### config.mk
export PLATFORM = sky130hd
export DESIGN_NAME = regfile_wb_scheduler
export DESIGN_NICKNAME = d
export VERILOG_FILES = /design/src/rtl/regfile_wb_scheduler.sv
export SDC_FILE = /design/constraint.sdc
export NUM_CORES = 1
export LEC_CHECK = 0
export BUFFER_PORTS_ARGS = -buffer_cell sky130_fd_sc_hd__buf_2
export CAP_MARGIN = 20
export CORE_MARGIN = 5
export CORE_UTILIZATION = 50
export DETAILED_ROUTE_END_ITERATION = 8
export HOLD_SLACK_MARGIN = 0.02
export PLACE_DENSITY = 0.82
export SYNTH_ARGS = -nofsm -noshare
export SYNTH_HDL_FRONTEND = slang
export SYNTH_SLANG_ARGS = --single-unit
### constraint.sdc
create_clock -name clk -period 1.5 [get_ports clk]
set_input_delay 0.225 -clock clk [delete_from_list [all_inputs] [get_ports clk]]
set_output_delay 0.225 -clock clk [all_outputs]
set_load 0.02 [all_outputs]
### src/rtl/regfile_wb_scheduler.sv
// Writeback scheduler for a 32-entry register file.
// Arbitrates two writeback requesters (ALU, load unit) onto one registered
// write port and tracks registers reserved by decode for hazard queries.
// Ports:
//   clk, reset_n                       clock, async active-low reset
//   req0_valid/addr/data, req0_ready   requester 0 (ALU) valid/ready channel
//   req1_valid/addr/data, req1_ready   requester 1 (load unit) valid/ready channel
//   wen, a3, wd                        registered register-file write port
//   issue_valid, issue_rd              decode reservation of a destination register
//   q1, q2, q1_pending, q2_pending     source-register hazard queries
//   idle                               nothing pending and no write in flight
module regfile_wb_scheduler (
    input  logic        clk,
    input  logic        reset_n,
    input  logic        req0_valid,
    input  logic [4:0]  req0_addr,
    input  logic [31:0] req0_data,
    output logic        req0_ready,
    input  logic        req1_valid,
    input  logic [4:0]  req1_addr,
    input  logic [31:0] req1_data,
    output logic        req1_ready,
    output logic        wen,
    output logic [4:0]  a3,
    output logic [31:0] wd,
    input  logic        issue_valid,
    input  logic [4:0]  issue_rd,
    input  logic [4:0]  q1,
    input  logic [4:0]  q2,
    output logic        q1_pending,
    output logic        q2_pending,
    output logic        idle
);

    localparam int unsigned AW = 5;
    localparam int unsigned DW = 32;
    localparam int unsigned NR = 32;

    logic          last_grant_q, last_grant_d;
    logic          wen_q, wen_d;
    logic [AW-1:0] a3_q, a3_d;
    logic [DW-1:0] wd_q, wd_d;
    logic [NR-1:0] pending_q, pending_d;

    logic          grant0, grant1, xfer;
    logic [AW-1:0] sel_addr;
    logic [DW-1:0] sel_data;
    logic [NR-1:0] set_vec, clr_vec;

    // Round-robin grant; last_grant_q=1 means requester 1 won last, so 0 has priority.
    always_comb begin
        grant0 = reset_n && req0_valid && (!req1_valid || last_grant_q);
        grant1 = reset_n && req1_valid && (!req0_valid || !last_grant_q);
        xfer   = grant0 || grant1;
        sel_addr = grant1 ? req1_addr : req0_addr;
        sel_data = grant1 ? req1_data : req0_data;
    end

    // Next-state for arbitration history and the write port.
    always_comb begin
        last_grant_d = last_grant_q;
        wen_d        = 1'b0;
        a3_d         = a3_q;
        wd_d         = wd_q;
        if (xfer) begin
            last_grant_d = grant1;
            wen_d        = (sel_addr != AW'(0));
            a3_d         = sel_addr;
            wd_d         = sel_data;
        end
    end

    // Pending scoreboard: clear on the edge the register file writes, set wins over clear.
    always_comb begin
        set_vec = '0;
        clr_vec = '0;
        if (issue_valid && (issue_rd != AW'(0))) begin
            set_vec = NR'(1) << issue_rd;
        end
        if (wen_q) begin
            clr_vec = NR'(1) << a3_q;
        end
        pending_d    = (pending_q & ~clr_vec) | set_vec;
        pending_d[0] = 1'b0;
    end

    always_ff @(posedge clk or negedge reset_n) begin
        if (!reset_n) begin
            last_grant_q <= 1'b1;
            wen_q        <= 1'b0;
            a3_q         <= '0;
            wd_q         <= '0;
            pending_q    <= '0;
        end else begin
            last_grant_q <= last_grant_d;
            wen_q        <= wen_d;
            a3_q         <= a3_d;
            wd_q         <= wd_d;
            pending_q    <= pending_d;
        end
    end

    // Combinational handshake and query outputs; bit 0 of pending is never set.
    always_comb begin
        req0_ready = grant0;
        req1_ready = grant1;
        wen        = wen_q;
        a3         = a3_q;
        wd         = wd_q;
        q1_pending = pending_q[q1];
        q2_pending = pending_q[q2];
        idle       = (pending_q == '0) && !wen_q;
    end

endmodule
==> flow_metrics.tcl <==
set metrics [dict create \
    drt-total-wl_um 12500 \
    fin_nets 649 \
    cp-end-kind "output pin" \
    leakagePower_nw 2.54 \
    arrival_ns 1.80 \
    synth_enable_flop_cells 0 \
    area_growth_syn_to_layout_pct 37.5 \
    relSlewSlack_pct 42.3 \
    swShare_pct 34.5 \
    netlist_area_sq_mm 0.00381 \
    final_cells 658 \
    outcome "finished with violations" \
    vdd_drop_max_v 0.000749 \
    vias 3861 \
    cp.required_ns 1.27 \
    routedWlPerCell_um 19.0 \
    worstPathMaxFanout 3 \
    port-buffer-count 136 \
    grt_max_degree 52 \
    via_per_inst 5.87 \
    synth_top_family_by_area "multiplexers" \
    layout_commonest_cell "buf_2" \
    start_kind "flop" \
    path_delay_family "multiplexers" \
    cp_cell_sequence "mux4_2, nand2b_1, o211ai_1, nand4_1, buf_6" \
    start_util_pct 52.0 \
    overflow 0 \
    htreeDepth 3 \
    path_clk_slew_ns 0.08 \
    slew_violations 0 \
    ys_seq_elements 70 \
    syn_area_per_cell_sq_um 9.72 \
    drt-initial-drc-count 273 \
    powerDensity_mw_per_mm2 1300 \
    post-route-period-util_pct 135 \
    min_period_ns 2.02 \
    insertion_delay_ns 0.34 \
    clockBufferDepth 2 \
    yosys_warnings 0 \
    cpPeakStageDelay_ns 0.49 \
    synth-compound-area-share_pct 16.7 \
    synthSimpleGateAreaFrac_pct 15.1 \
    num_antenna_cells 0 \
    finClkSkew_ns 0.0103 \
    cts_buffers 9 \
    cts_num_sinks 70 \
    slowest_stage "mux4_2" \
    rsz0062_at_grt "true" \
    io_pins 137 \
    yosysSeqAreaShare_pct 46.0 \
    fill_cells 536 \
    synthCells 392 \
    async_flop_share_pct 100 \
    dieHeight_um 97.3 \
    layout-drive-gt1-share_pct 39.5 \
    p_switching_mw 2.36 \
    first_pass_iters 5 \
    synthFlopType "dfrtp_1" \
    dp_hpwl_um 9000 \
    hold_path_class "in2async" \
    grt_pass1_vias 4077 \
    crit_type "reg2out" \
    finalWeightedCongestion 0.932 \
    fp.dieArea_sq_mm 0.00946 \
    core-area_sq_mm 0.00733 \
    max_slew.worst_pin.slew_ns 0.863 \
    grt_pass1_wl_um 19900 \
    p_seq_share_pct 42.3 \
    cap_violations 0 \
    p_comb_share_pct 31.0 \
    cts_tree "yes" \
    power_frac_clock_pct 26.7 \
    antenna_found_initial 0 \
    violations "setup timing" \
    grtUsageTotal_pct 25.7 \
    die_w_um 97.3 \
    synthMuxAreaShare_pct 18.2 \
    setup_viol 5 \
    yosys.area_share.adder_pct 0 \
    crit_start "pending_q[6]" \
    setup_ws_ns -0.524 \
    final_cell_mix "buf_2 (132), o21ai_0 (84), dfrtp_1 (68)" \
    r2r-start "wen" \
    clock.fmax_mhz 494 \
    pre_cts_slack_ns -0.194 \
    ant_nets 0 \
    dp.cells 634 \
    rows 31 \
    hold_viol_final 0 \
    root_buffer "clkbuf_8" \
    drc_errors 0 \
    p_int_mw 4.47 \
    syn_nets 486 \
    synth-xor-area-share_pct 0 \
    synth.distinct_cells 35 \
    crit_buf_inv 1 \
]
-- Yosys cell counts, drive strengths merged, types with 4 or more instances --
cell type	n	area [sq um]
nand4	5	31.3
inv	6	22.5
nand2	47	176
a22oi	4	30.0
nor2b	4	25.0
buf	15	103
mux2i	55	551
dfrtp	69	1730
mux4	6	143
clkbuf	7	26.3
nand3	11	55.1
o21ai	101	505
nand3b	7	52.6
nand2b	7	43.8
or2	9	56.3
nor2	7	26.3
nor4	8	50.1
a21oi	7	35.0
-- cells by family (layout without fill, tap and decap cells) --
kind of cell           count (synthesis)  count (layout)
AO/OA/AOI/OAI                        120             120
AND/OR/NAND/NOR                      113             113
flip-flops                            70              70
multiplexers                          61              61
buffers and inverters                 28             195
-- repair_timing --
action | CTS | global route
hold buffers | 2 | 0
gates cloned | 1 | 1
pin swaps | 4 | 9
buffers inserted | 5 | 2
setup endpoints to repair | 4 | 36
hold endpoints to repair | 18 | 0
resized for setup | 13 | 31
-- layout make-up --
| type | count | area, sq um | area share (%) |
|---|---|---|---|
| clock buffers | 9 | 124 | 2.36 |
| clock inverters | 6 | 111 | 2.13 |
| inverters | 6 | 22.5 | 0.430 |
| multi-input cells | 294 | 2040 | 38.9 |
| flip-flops and latches | 70 | 1750 | 33.5 |
| well taps | 99 | 124 | 2.36 |
| repair buffers | 174 | 1070 | 20.4 |
-- path summary, 6_finish.rpt --
kind	cells after the start	slack (ns)	endpoint
max	5	-0.52	q2_pending
min	2	0.09	wd[22]
max reg2reg	5	0.01	pending_q[3]
min reg2reg	2	0.48	wd[0]
max in group asynchronous	3	0.24	wd[3]
min in group clk	2	0.14	pending_q[2]
-- routing by layer --
metal	wire (um)	GRT usage, %
met5	0	0
met4	458	11.8
met3	1060	6.89
met2	6360	44.5
met1	4630	29.5
-- through the flow --
stage	power, mW	hold slack [ns]	setup TNS [ns]	area, sq um	util (%)
2_1_floorplan	3.75	-0.0706	-0.0271	3810	-
3_3_place_gp	4.59	0.218	-0.298	4760	65.0
3_5_place_dp	4.69	0.212	-0.407	4760	65.0
4_1_cts	6.60	0.0894	-1.31	5140	70.2
5_1_grt	7.17	0.149	-1.86	5240	71.5
6_report	6.83	0.0938	-1.47	5240	71.5
-- flip-flops by register name (all words and copies together) (netlist names) --
signal        cells
wd               32
a3                5
pending_q        31
wen               1
last_grant_q      1
-- power groups by stage --
| stage | registers (mW) | logic (mW) | clock network (mW) |
|---|---|---|---|
| floorplan | 2.85 | 0.900 | 0 |
| global placement | 2.79 | 1.80 | 0 |
| detailed placement | 2.83 | 1.85 | 0 |
| CTS | 2.81 | 1.97 | 1.83 |
| global route | 2.93 | 2.31 | 1.93 |
| finish | 2.89 | 2.12 | 1.83 |
(Power assumes the default switching activity.)
